**src/rtl/mem_sram_bridge_pkg.sv**
```systemverilog
// Shared types and helpers for the cache-to-SRAM bridge.
// The window helper is used only when MEM_SRAM_BRIDGE_RANGE_CHECK_EN is defined.
package mem_sram_bridge_pkg;

    localparam int WAIT_CNT_W = 4;

    typedef enum logic [2:0] {
        IDLE,
        ACCESS,
        CAPTURE,
        WAIT,
        RESP
    } state_t;

    // The upper bound is computed in 33 bits so that a window ending at 4 GiB cannot wrap.
    function automatic logic addr_in_window(input logic [31:0] addr,
                                            input logic [31:0] base,
                                            input int unsigned aw);
        logic [32:0] lo;
        logic [32:0] hi;
        logic [32:0] a;
        lo = {1'b0, base};
        hi = lo + (33'd4 << aw);
        a  = {1'b0, addr};
        return (a >= lo) && (a < hi);
    endfunction

endpackage

```
**src/rtl/mem_sram_wait_cnt.sv**
```systemverilog
// Wait-state down-counter: load a start value, decrement to zero, then hold at zero.
module mem_sram_wait_cnt
    import mem_sram_bridge_pkg::*;
(
    input  logic                  clk,
    input  logic                  reset,
    input  logic                  load,
    input  logic [WAIT_CNT_W-1:0] load_val,
    input  logic                  dec,
    output logic                  done
);

    logic [WAIT_CNT_W-1:0] count_q;

    always_ff @(posedge clk) begin
        if (reset) begin
            count_q <= '0;
        end else if (load) begin
            count_q <= load_val;
        end else if (dec && (count_q != '0)) begin
            count_q <= count_q - 1'b1;
        end
    end

    assign done = (count_q == '0);

endmodule

```
**src/rtl/mem_sram_bridge.sv**
```systemverilog
// Cache memory-bus to single-port synchronous SRAM bridge, one outstanding transaction.
// Optional address window check: MEM_SRAM_BRIDGE_RANGE_CHECK_EN.
//
// state   | meaning
// IDLE    | waiting for a request; only state in which gnt can be high
// ACCESS  | SRAM enabled with the captured address, write enables and data
// CAPTURE | SRAM read data sampled into the response register
// WAIT    | programmable wait states before the response
// RESP    | one-cycle rvalid with rdata and error
module mem_sram_bridge
    import mem_sram_bridge_pkg::*;
#(
    parameter int unsigned ADDR_WIDTH  = 12,
    parameter logic [31:0] BASE_ADDR   = 32'h0010_0000,
    parameter int unsigned WAIT_STATES = 0
) (
    input  logic                  clk,
    input  logic                  reset,
    input  logic                  mem_req_i,
    input  logic [31:0]           mem_addr_i,
    input  logic                  mem_we_i,
    input  logic [3:0]            mem_be_i,
    input  logic [31:0]           mem_wdata_i,
    output logic                  mem_gnt_o,
    output logic                  mem_rvalid_o,
    output logic [31:0]           mem_rdata_o,
    output logic                  mem_error_o,
    output logic                  sram_en_o,
    output logic [3:0]            sram_we_o,
    output logic [ADDR_WIDTH-1:0] sram_addr_o,
    output logic [31:0]           sram_wdata_o,
    input  logic [31:0]           sram_rdata_i
);

    localparam logic [WAIT_CNT_W-1:0] WAIT_LOAD =
        (WAIT_STATES == 0) ? '0 : WAIT_CNT_W'(WAIT_STATES - 1);

    state_t                state_q;
    state_t                state_d;
    logic [ADDR_WIDTH-1:0] addr_q;
    logic                  we_q;
    logic [3:0]            be_q;
    logic [31:0]           wdata_q;
    logic [31:0]           rdata_q;
    logic [31:0]           rdata_out_q;
    logic [31:0]           rdata_next;
    logic                  err_q;
    logic                  accept;
    logic                  range_err;
    logic                  access;
    logic                  cnt_load;
    logic                  cnt_dec;
    logic                  cnt_done;
    logic                  unused_bits;

    assign mem_gnt_o = mem_req_i & (state_q == IDLE) & ~reset;
    assign accept    = mem_gnt_o;

`ifdef MEM_SRAM_BRIDGE_RANGE_CHECK_EN
    assign range_err   = ~addr_in_window(mem_addr_i, BASE_ADDR, ADDR_WIDTH);
    assign unused_bits = ^mem_addr_i[1:0];
`else
    assign range_err   = 1'b0;
    assign unused_bits = ^{mem_addr_i[31:ADDR_WIDTH+2], mem_addr_i[1:0], BASE_ADDR, err_q};
`endif

    always_comb begin
        state_d    = state_q;
        cnt_load   = 1'b0;
        cnt_dec    = 1'b0;
        rdata_next = rdata_out_q;
        case (state_q)
            IDLE: begin
                rdata_next = 32'b0;
                if (accept) state_d = range_err ? RESP : ACCESS;
            end
            ACCESS: state_d = CAPTURE;
            CAPTURE: begin
                rdata_next = we_q ? 32'b0 : sram_rdata_i;
                if (WAIT_STATES == 0) begin
                    state_d = RESP;
                end else begin
                    state_d  = WAIT;
                    cnt_load = 1'b1;
                end
            end
            WAIT: begin
                rdata_next = rdata_q;
                if (cnt_done) state_d = RESP;
                else          cnt_dec = 1'b1;
            end
            RESP:    state_d = IDLE;
            default: state_d = IDLE;
        endcase
    end

    always_ff @(posedge clk) begin
        if (reset) state_q <= IDLE;
        else       state_q <= state_d;
    end

    // rdata_o only changes on entry to RESP, so it holds its value between responses.
    always_ff @(posedge clk) begin
        if (reset) begin
            addr_q      <= '0;
            we_q        <= 1'b0;
            be_q        <= 4'b0;
            wdata_q     <= 32'b0;
            rdata_q     <= 32'b0;
            rdata_out_q <= 32'b0;
            err_q       <= 1'b0;
        end else begin
            if (accept) begin
                addr_q  <= mem_addr_i[ADDR_WIDTH+1:2];
                we_q    <= mem_we_i;
                be_q    <= mem_be_i;
                wdata_q <= mem_wdata_i;
                err_q   <= range_err;
            end
            if (state_q == CAPTURE) rdata_q <= we_q ? 32'b0 : sram_rdata_i;
            if ((state_d == RESP) && (state_q != RESP)) rdata_out_q <= rdata_next;
        end
    end

    mem_sram_wait_cnt u_wait_cnt (
        .clk      (clk),
        .reset    (reset),
        .load     (cnt_load),
        .load_val (WAIT_LOAD),
        .dec      (cnt_dec),
        .done     (cnt_done)
    );

    // Gated with reset so an aborted transaction cannot touch the SRAM in the reset cycle.
    assign access       = (state_q == ACCESS) & ~reset;
    assign sram_en_o    = access;
    assign sram_we_o    = (access && we_q) ? be_q : 4'b0;
    assign sram_addr_o  = access ? addr_q : '0;
    assign sram_wdata_o = access ? wdata_q : 32'b0;

    assign mem_rvalid_o = (state_q == RESP) & ~reset;
    assign mem_rdata_o  = rdata_out_q;
`ifdef MEM_SRAM_BRIDGE_RANGE_CHECK_EN
    assign mem_error_o  = mem_rvalid_o & err_q;
`else
    assign mem_error_o  = 1'b0;
`endif

endmodule

```
**config.mk**
```make
export PLATFORM = sky130hd
export DESIGN_NAME = mem_sram_bridge
export DESIGN_NICKNAME = d
export VERILOG_FILES = /design/src/rtl/mem_sram_bridge_pkg.sv /design/src/rtl/mem_sram_wait_cnt.sv /design/src/rtl/mem_sram_bridge.sv
export SDC_FILE = /design/constraint.sdc
export NUM_CORES = 1
export LEC_CHECK = 0
export ABC_AREA = 1
export CAP_MARGIN = 20
export CORE_MARGIN = 5
export CORE_UTILIZATION = 48
export CTS_CLUSTER_SIZE = 40
export DETAILED_ROUTE_END_ITERATION = 10
export GPL_TIMING_DRIVEN = 1
export PLACE_DENSITY_LB_ADDON = 0.25
export SLEW_MARGIN = 40
export SYNTH_ARGS = -nofsm -noshare
export SYNTH_HDL_FRONTEND = slang
export SYNTH_SLANG_ARGS = --single-unit
```
**constraint.sdc**
```tcl
create_clock -name clk -period 2.9 [get_ports clk]
set_clock_uncertainty 0.2 [all_clocks]
set_input_delay 0.725 -clock clk [delete_from_list [all_inputs] [get_ports clk]]
set_output_delay 0.725 -clock clk [all_outputs]
set_load 0.005 [all_outputs]
```
* Word-level counts from Yosys, hierarchy flattened
Index checks and enable logic that the tools add are counted.
** Cells by class
- Equality and inequality tests :: 6
- $add $sub $neg :: 1
- Reduce and logical (&&, ||, !) cells :: 8
- Muxes and demuxes :: 10
- Bitwise logic cells :: 5
** Operator list (number)
- one-hot mux 32 bit (3 select lines) :: 1
- 2-to-1 mux 32 bit :: 2
- 2-to-1 mux 12 bit :: 1
- one-hot mux 3 bit (4 select lines) :: 1
- == test 3 x 2 -> 1 bit, second input constant :: 2
- == test 3 bit, second input constant :: 2
- 2-to-1 mux 3 bit :: 2
- AND 1 bit :: 4
- logical NOT 4 bit :: 1
- 2-to-1 mux 4 bit :: 1
- nonzero test 4 bit :: 1
- subtractor 4 x 1 -> 4 bit, second input constant :: 1
- == test 3 x 1 -> 1 bit, second input constant :: 1
- logical AND 1 bit :: 3
- logical NOT 3 bit :: 1
- != test 3 bit, second input constant :: 1
- nonzero test 3 bit :: 1
- 2-to-1 mux 1 bit :: 2
- AND reduction 2 bit :: 1
- inverter 1 bit :: 1
** Storage, ports and cells
- Output and inout bits :: 84
- Bits of input ports :: 104
- Flip-flop bits (word level) :: 120
- Word-level logic and storage cells :: 38

* Depth between registers and ports, before layout
- Word-level depth :: 8
- Mapped depth :: 9
- Depth with buffers taken out :: 8

* By module
From an unflattened synthesis, not the netlist that was laid out.
** Unflattened totals
- Cell total of the unflattened synthesis :: 767
- Area, all modules :: 5170.0 µm²
** By module, submodules not included
- mem_sram_bridge :: area each 4895.9 µm², times used 1, cells each 726
- mem_sram_wait_cnt :: area each 274.0 µm², times used 1, cells each 41

* Worst setup path after synthesis
OpenSTA, ideal clock, no wires.
- Path kind :: input to output
- Start :: input port reset
- End :: output port sram_addr_o[10]
- Stages on the path :: 5
- Buffers on the path :: 2
- Setup slack :: 599 ps
- Arrival time :: 1376 ps
- Cells stage by stage :: buf_2 > nor2_2 > inv_2 > buf_2 > nor2_1
** On the way
- Cells in the longest elaborated chain, start to end :: 3
** Ends and longest elaborated chain
- start, declared :: line mem_sram_bridge.sv:18 : input logic reset,
- inverter 1 bit :: line mem_sram_bridge.sv:135 : assign access = (state_q == ACCESS) & ~reset;
- AND 1 bit :: line mem_sram_bridge.sv:135
- via sram_en_o :: line mem_sram_bridge.sv:28 : output logic sram_en_o,
- 2-to-1 mux 12 bit :: line mem_sram_bridge.sv:138 : assign sram_addr_o = access ? addr_q : '0;
- end, declared :: line mem_sram_bridge.sv:30 : output logic [ADDR_WIDTH-1:0] sram_addr_o,
The timed path passes the listed nets, and every way through them passes these cells.

* Worst setup path in the final report
- Start :: register state_q[1]
- End :: output port sram_wdata_o[13]
** On the way
- Cells in the longest elaborated chain, start to end :: 3
** Ends and longest elaborated chain
- start, declared :: line mem_sram_bridge.sv:38 : state_t state_q;
- start signal, assigned :: line mem_sram_bridge.sv:99 : else state_q <= state_d;
- == test 3 x 1 -> 1 bit :: line mem_sram_bridge.sv:135
- AND 1 bit :: line mem_sram_bridge.sv:135
- 2-to-1 mux 32 bit :: line mem_sram_bridge.sv:139 : assign sram_wdata_o = access ? wdata_q : 32'b0;
- end, declared :: line mem_sram_bridge.sv:31 : output logic [31:0] sram_wdata_o,
Every way passes these cells.

==> reports/results.ini <==
[die]
die_w_um = 113
row_count = 37
core_mm2 = 0.0103
die_h_um = 113
dieArea_mm2 = 0.0127
io_pins = 188
start_util_pct = 49.2

[sta]
tightest_slew_ps = 765
fmax_ghz = 0.355
hold_violations = 0
slew_headroom_pct = 49.0
period_share_pct = 97.1
worst_slack_ps = 84.5
min_period_ps = 2820
hold-worst-slack_ps = 250
setup_viol = 0
drv_slew = 0

[clock_network]
clk_latency_ps = 500
clk_pin_slew_ps = 50
clock_sinks = 120
clockBufferDepth = 2
cts-root-buf = clkbuf_8
cts_tree = built
cts_buffers = 17
htree_levels = 4
cts_hold_buf = 0

[route]
wl_met2_um = 6940
wire_per_inst_um = 13.7
top_layer = met4
vias = 5144
first_pass_iters = 5
postRouteWirelength_um = 14100
ant_nets = 0
drt_iter0_markers = 358
drt-met1-wl_um = 5960
viasPerCell = 4.98
dr_wl_met3_um = 801
drc_errors = 0

[worst_setup_path]
r2r-start = state_q[0]$_SDFF_PP0_
crit_start = state_q[1]$_SDFF_PP0_
crit_arrival_ps = 1890
path_class = register to primary output
cp-start-kind = register
endpoint_kind = primary output
critPathMaxFanout = 22
cp.required_ps = 1980

[hold_path]
hold_class = register to register
holdCritStartpoint = wdata_q[10]$_SDFFE_PP0P_

[pwr]
p_per_area_mw_per_mm2 = 570
vdd_drop_max_uv = 326
p_leak_nw = 3.29

[placed_design]
gp_congestion = 0.830
dp_cells = 998
place_ws_ps = -37.4
dp.final_hpwl_um = 9500
portBuffers = 166
place_area_mm2 = 0.00677

[grt]
antenna_found_initial = 0
grt_pass1_vias = 4876
grt_max_degree = 97
grt_overflow = 0
grt_usage_pct = 21.9
grt_first_pass_wirelength_um = 22800

[synthesis]
netlist_area_mm2 = 0.00508
syn_nets = 838
ys_seq_area_share_pct = 47.3
ys_ff_latch = 120
synthCells = 733
synth.distinct_cells = 24
synth.yosys.warnings = 0
syn-mean-instance-area_um2 = 6.93

[layout]
postLayoutCellArea_mm2 = 0.00736
drive_gt1_share_pct = 7.48
area_growth_pct = 44.9
utilization_pct = 71.3
final_cells = 1032
nNetsFinal = 988
antenna_cells = 0

[outcome]
status = finished clean

[flow_run]
cap_viol_max_count = 0

[cell usage in the layout, fill, tap and decap left out, types with 3 or more instances in the layout]
cell type,instances
nand2_1,156
dfxtp_1,117
clkdlybuf4s50_1,114
nor2_1,107
a21oi_1,96
inv_1,86
dlygate4sd2_1,47
nand3_1,45
o21ai_0,41
clkbuf_16,16
o21ai_1,12
buf_4,9
clkinv_2,7
nor2_4,4
clkbuf_8,4
buf_12,4
nor2_2,3
inv_2,3
nand2_2,3
clkbuf_1,3
dfxtp_2,3
[kinds of logic after synthesis]
| family | after synthesis | share of synthesized area (%) |
|---|---|---|
| AND/OR/NAND/NOR | 321 | 25.6 |
| buffers and inverters | 140 | 12.0 |
| adder cells (fa/ha/maj) | 1 | 0.246 |
| flip-flops | 120 | 47.3 |
| AO/OA/AOI/OAI | 150 | 14.8 |
| other | 1 | 0.0738 |
[registers in the layout, summed over array words and instances (netlist names)]
register,count
mem_rdata_o,32
rdata_q,32
wdata_q,32
addr_q,12
be_q,4
u_wait_cnt.count_q,4
state_q,3
we_q,1
[final timing paths]
kind                                                           end  slack [ps]  depth (start not counted)
worst max-delay path                              sram_wdata_o[13]          80                          8
worst min-delay path                      wdata_q[10]$_SDFFE_PP0P_         250                          2
worst max register to register  u_wait_cnt.count_q[0]$_SDFFE_PP0P_         720                          6
worst min register to register            wdata_q[10]$_SDFFE_PP0P_         250                          2
[final cells by class]
class | count | area [um^2]
inverter | 91 | 345
fill | 840 | 2970
clock inverter | 9 | 97.6
tap | 136 | 170
timing repair buffer | 180 | 1760
clock buffer | 23 | 467
sequential | 120 | 2410
multi-input combinational | 473 | 2110
[what timing repair did]
item	in CTS	in global routing
buffers inserted	1	1
gates resized for setup	56	14
endpoints found under the setup margin	50	11
pin swaps	0	2
[where the power goes]
| group | switching, mW | internal [mW] | total [mW] |
|---|---|---|---|
| clock | 0.700 | 1.28 | 1.98 |
| combinational | 0.233 | 0.221 | 0.454 |
| sequential | 0.0301 | 1.73 | 1.76 |
[synth_stat cells]
cell type    n  share of area, %
buf_4        6              0.89
inv_2        3              0.22
clkinv_2     1             0.098
buf_1        1             0.074
o21ai_1     12               1.2
nor2_2       1              0.12
a21oi_1     97               9.6
nor4_1       1              0.12
dfxtp_1    120                47
buf_6        4              0.89
o21ai_0     41               4.0
nor2_4       3              0.67
ha_1         1              0.25
inv_1       86               6.4
conb_1       1             0.074
buf_2       18               1.8
nand3_1     46               4.5
clkinv_1     1             0.074
clkbuf_2     5              0.49
clkbuf_1    15               1.1
nor2_1     110               8.1
nand2_1    157                12
nand3_2      1              0.20
nand2_2      2              0.25
[metrics by stage]
stage | power [mW] | TNS [ps]
global placement | 2.22 | -17.2
finish | 4.19 | 0
global route | 4.38 | -147
floorplan | 2.02 | 0
detailed placement | 2.24 | -37.4
CTS | 4.22 | -8.78
[critical path: stages (launching register included)]
cell and delay (ps):
dfxtp_2 360, inv_2 100, nand3_2 110, nor2_4 140
buf_4 120, inv_2 50, buf_12 150, nor2_1 110
dlygate4sd2_1 250
[layer usage]
metal / vias to the layer above / GRT usage, %
li1: 2580 / -
met1: 2347 / 26.7
met2: 188 / 36.3
met3: 29 / 5.51
met4: 0 / 10.0
met5: - / 0
(Power assumes the default switching activity.)
==> edit 1: new RTL, config.mk and constraints unchanged <==
The option `MEM_SRAM_BRIDGE_RANGE_CHECK_EN` is turned on by a define.
--- a/src/rtl/mem_sram_bridge.sv
+++ b/src/rtl/mem_sram_bridge.sv
@@ -7,6 +7,8 @@
 // CAPTURE | SRAM read data sampled into the response register
 // WAIT    | programmable wait states before the response
 // RESP    | one-cycle rvalid with rdata and error
+`define MEM_SRAM_BRIDGE_RANGE_CHECK_EN
+
 module mem_sram_bridge
     import mem_sram_bridge_pkg::*;
 #(
Behaviour: not the same (a bounded check fails within 4 cycles, from zero or initial values and one cycle with reset high).
==> edit 1 against the unedited design <==
  * Power is 1.5% lower
  * Register-to-register slack better by 0.11 ns
  * Synthesized area increased by 3.4%
  * Hold slack better by 0.0046 ns
  * Wire length is 5.0% higher
  * Die area increased by 3.1%
  * Setup slack lost 0.014 ns
  * Sequential share of layout area is 1.3 points lower
  * Synthesized cell count up 3.0%
  * Global-route usage up 1.0 points
  * Design area grew 4.8%
  * Sequential cell count up 1
  * Core utilization rose by 0.19 points
  * Largest cell class unchanged
==> edit 1: results (changes against the unedited design) <==
status finished, final reports clean; Commonest cells post-synth 169 x nand2_1, 121 x dfxtp_1, 120 x a21oi_1; Hold Path Sink wdata_q[23]; DR WL/cell 13.7 um (+0.28%); Port Buffers 185 (+11%); metal2 WL 7580 um (+9.3%); RR Endpoint mem_rdata_o[9]; Yosys cell types 23 (-4.2%); Seq/Total Area, Yosys 46.1% (-1.2 points); placed cell count 1048 (+5.0%); gr usage total 22.9% (+1.0 points); Leakage Power 3.48 nW (+5.9%); Via Count 5378 (+4.5%); Initial Utilization 48.6% (-0.55 points); share of cells above drive strength 1 9.46% (+2.0 points); Area contributors post-synth dfxtp_1 46%, nand2_1 12%, a21oi_1 11%; placed cell area 7230 um^2 (+6.7%); Max IR drop VDD 0.380 mV (+16%); hold path startpoint wdata_q[23]; pre-CTS WS -0.394 ns (-0.357 ns); DR WL met3 1210 um (+51%); DRT met1 WL 5820 um (-2.4%); syn_nets 860 (+2.6%); DP HPWL 10400 um (+9.9%); max_slew headroom 67.7% (+19 points); final WL 14800 um (+5.0%); first-pass GRT wire length 24400 um (+7.1%); Hold Worst Slack 0.255 ns (+0.00463 ns)
-- edit 1: cell types whose count changed in the layout (fill, tap and decap cells not counted), sizes merged, moves of 3 or more --
cell	delta
a21oi	+23
nor3	+3
buf	+4
clkbuf	+13
inv	+10
nand2	+11
clkinvlp	+4
clkinv	-3
nor2	-18
clkdlybuf4s50	+19
nand3	-9
dlygate4sd2	-13
-- edit 1: how the worst max path moves through the flow --
stage | slack, ns | start | end | depth (start not counted)
final | 0.07 | reset | sram_en_o | 6
after floorplan | 0.40 | reset | sram_addr_o[10] | 7
after detailed placement | -0.39 | reset | sram_wdata_o[14] | 8
after global placement | -0.39 | reset | sram_addr_o[1] | 8
after global routing | 0.004 | state_q[0] | sram_en_o | 6
after CTS | 0.03 | reset | sram_wdata_o[0] | 7
-- edit 1: cell families (layout without fill, tap and decap cells) --
group / count (synthesis) / in the layout / synth area share, %
adders and majority gates: 1 / 1 / 0.238
and+or+nand+nor: 309 / 309 / 24.6
DFF: 121 / 121 / 46.1
AOI/OAI and AO/OA: 174 / 174 / 16.6
buffers and inverters: 150 / 336 / 12.3
-- edit 1: final cells by class --
cell class                      count  area [um^2]
Clock inverter                     10         95.1
Inverter                          100          378
Timing Repair Buffer              204         1980
Fill cell                         896         3080
Clock buffer                       22          463
Multi-Input combinational cell    484         2200
Sequential cell                   121         2420
Tap cell                          140          175
-- edit 1: power groups by stage --
stage          registers (mW)  clock network [mW]  logic [mW]
4_1_cts                  1.76                1.96       0.441
2_1_floorplan            1.79                   0       0.193
3_5_place_dp             1.80                   0       0.439
3_3_place_gp             1.80                   0       0.426
5_1_grt                  1.77                2.05       0.486
6_report                 1.76                1.93       0.439
-- edit 1: timing repair --
item | 4_1_cts | 5_1_grt
cloned | 1 | 0
endpoints found under the hold margin | 0 | 0
gates resized for setup | 58 | 32
setup endpoints to repair | 52 | 17
pin swaps | 3 | 0
-- edit 1: routing by layer --
metal / vias to the layer above / GRT usage (%)
met5: - / 0
met4: 0 / 8.16
met3: 20 / 7.82
met2: 179 / 40.1
met1: 2464 / 25.7
li1: 2715 / -
-- edit 1: critical path, cell delays in order --
cell and delay [ns]:
dlygate4sd2_1 0.24, nor2_1 0.11, inv_2 0.06, nor2_4 0.11, buf_4 0.13, clkdlybuf4s50_1 0.52
==> edit 2: new RTL, config.mk and constraints unchanged <==
Made on the original files. Re-encode `state_t` (5 states) as Gray code, 3 bits wide.
--- a/src/rtl/mem_sram_bridge_pkg.sv
+++ b/src/rtl/mem_sram_bridge_pkg.sv
@@ -5,11 +5,11 @@
     localparam int WAIT_CNT_W = 4;
 
     typedef enum logic [2:0] {
-        IDLE,
-        ACCESS,
-        CAPTURE,
-        WAIT,
-        RESP
+        IDLE    = 3'b000,
+        ACCESS  = 3'b001,
+        CAPTURE = 3'b011,
+        WAIT    = 3'b010,
+        RESP    = 3'b110
     } state_t;
 
     // The upper bound is computed in 33 bits so that a window ending at 4 GiB cannot wrap.
Check against the original RTL: same outputs for any inputs over 10 cycles, from zero or initial values and one cycle with reset high; not proved beyond that.
==> edit 2 against the unedited design <==
  * The run now ends with negative setup slack left
  * Setup slack lost 0.12 ns
  * Wire length grew 2.9%
  * Synthesized area grew 6.5%
  * First-iteration DRC count grew 1.7%
  * Non-clock buffer count grew 14
  * Design area grew 5.8%
  * Count of clock-buffer cells in the layout shrank 1
  * Sequential cell count is the same
  * Largest cell class unchanged
Power is not compared: it rests on default switching activity, and its combinational part moved more than twofold at a synthesized area within 25%.
==> edit 2: results (changes against the unedited design) <==
# diodes 0 (unchanged); Port Buffers 166 (unchanged); Leakage Power 3.90 nW; Root Buffer clkbuf_16; Max IR drop VDD 0.431 mV; antenna violations before repair 0 (unchanged); number of buffers created by CTS 17 (unchanged); crit-path max FO 6 (-73%); Seq/Total Area, Yosys 44.4% (-2.9 points); endpoints failing setup 4 (+4); ys async rst share 0% (unchanged); Yosys cell types 21 (-13%); hold crit path type flop to flop; Area contributors post-synth dfxtp_1 44%, nand2_1 12%, nor2_1 11%; Psw 1.56 mW; Syn. warnings 0 (unchanged); gr usage total 22.0% (+0.10 points); drt pass-1 iters 5 (unchanged); CP Capture Point sram_addr_o[8]; share of cells above drive strength 1 9.94% (+2.5 points); Slew @ Worst Pin 0.735 ns (-0.0297 ns); Register-to-Register Path Depth 7 (+1); worst-case clock buffer depth 2 (unchanged); Final Non-Filler Cells 1116 (+8.1%); largest net degree at the start of global routing 99 (+2.1%); status finished with violations; DP HPWL 8960 um (-5.7%); Commonest cells post-synth 174 x nand2_1, 155 x nor2_1, 121 x inv_1; number of global-route vias before repair 5045 (+3.5%); Clock Latency Late Sink 0.39 ns (-0.11 ns); Critical Path Start reset; failing checks negative setup slack; RR Endpoint addr_q[3]; DRT iter0 DRCs 364 (+1.7%); worst reg2reg startpoint state_q[2]; syn_nets 907 (+8.2%); final worst setup slack -0.0327 ns (-0.117 ns); final WL 14500 um (+2.9%); Via density 4.71 (-5.5%); CP arrival 2.01 ns (+0.12 ns); first-pass GRT wire length 23700 um (+3.7%); Post-Syn Instances 802 (+9.4%); H-tree depth 4 (unchanged); R2R Setup Slk 0.87 ns (+0.15 ns); CTS clk-pin slew, worst paths 0.06 ns; GP Congestion 0.756 (-8.9%)
==> edit 2: how the worst min path moves through the flow <==
stage | startpoint | endpoint | slack, ns | cells past startpoint
floorplan | wdata_q[10] | wdata_q[10] | 0.23 | 2
CTS | wdata_q[19] | wdata_q[19] | 0.25 | 2
global route | wdata_q[29] | wdata_q[29] | 0.27 | 2
global placement | be_q[0] | be_q[0] | 0.24 | 2
finish | wdata_q[25] | wdata_q[25] | 0.25 | 2
detailed placement | wdata_q[19] | wdata_q[19] | 0.24 | 2
==> edit 2: final cells by class <==
class | count | area, um^2
clock inverters | 9 | 123
repair buffers | 194 | 1890
multi-input cells | 508 | 2260
inverters | 123 | 462
well taps | 140 | 175
clock buffers | 22 | 474
fillers | 950 | 3150
flip-flops and latches | 120 | 2400
==> edit 2: worst max-delay path, stage by stage <==
cell	delay [ns]
dlygate4sd2_1	0.27
nor2_4	0.12
nand3_4	0.14
buf_6	0.17
buf_16	0.12
buf_4	0.13
nor2_1	0.08
dlygate4sd2_1	0.24
==> edit 2: power groups by stage <==
stage | Combinational, mW | Sequential [mW] | Clock (mW)
2_1_floorplan | 0.840 | 2.04 | 0
3_3_place_gp | 1.34 | 2.04 | 0
3_5_place_dp | 1.36 | 2.05 | 0
4_1_cts | 1.43 | 2.02 | 2.14
5_1_grt | 1.60 | 2.05 | 2.23
6_report | 1.43 | 2.02 | 2.10
==> edit 2: cells by family (layout without fill, tap and decap cells) <==
kind of cell	count (synthesis)	in the layout	share of synthesized area, %
other	1	1	0.0693
AOI/OAI and AO/OA	131	131	12.1
DFF	120	120	44.4
buffers and inverters	174	348	14.4
adders and majority gates	1	1	0.231
and+or+nand+nor	375	375	28.8
==> edit 2: layer usage <==
metal / GRT usage, % / share of wire, % / vias up
li1: - / - / 2757
met1: 25.9 / 41 / 2321
met2: 37.0 / 49 / 159
met3: 7.62 / 8.3 / 20
met4: 8.12 / 1.3 / 0
met5: 0 / 0 / -
==> edit 2: metrics by stage <==
step	setup WS, ns	cell area [um^2]	utilization [%]	setup TNS, ns
after floorplan	0.557	5410	-	0
after global placement	-0.370	7040	64.4	-16.36
after detailed placement	-0.411	7040	64.4	-17.44
after CTS	-0.104	7740	70.8	-1.49
after global routing	-0.113	7780	71.2	-0.508
final	-0.0327	7780	71.2	-0.108
==> edit 2: what timing repair did <==
action | 4_1_cts | 5_1_grt
setup endpoints to repair | 51 | 30
gates cloned | 2 | 0
pin swaps | 1 | 1
gates resized for setup | 51 | 47
buffers inserted | 9 | 2
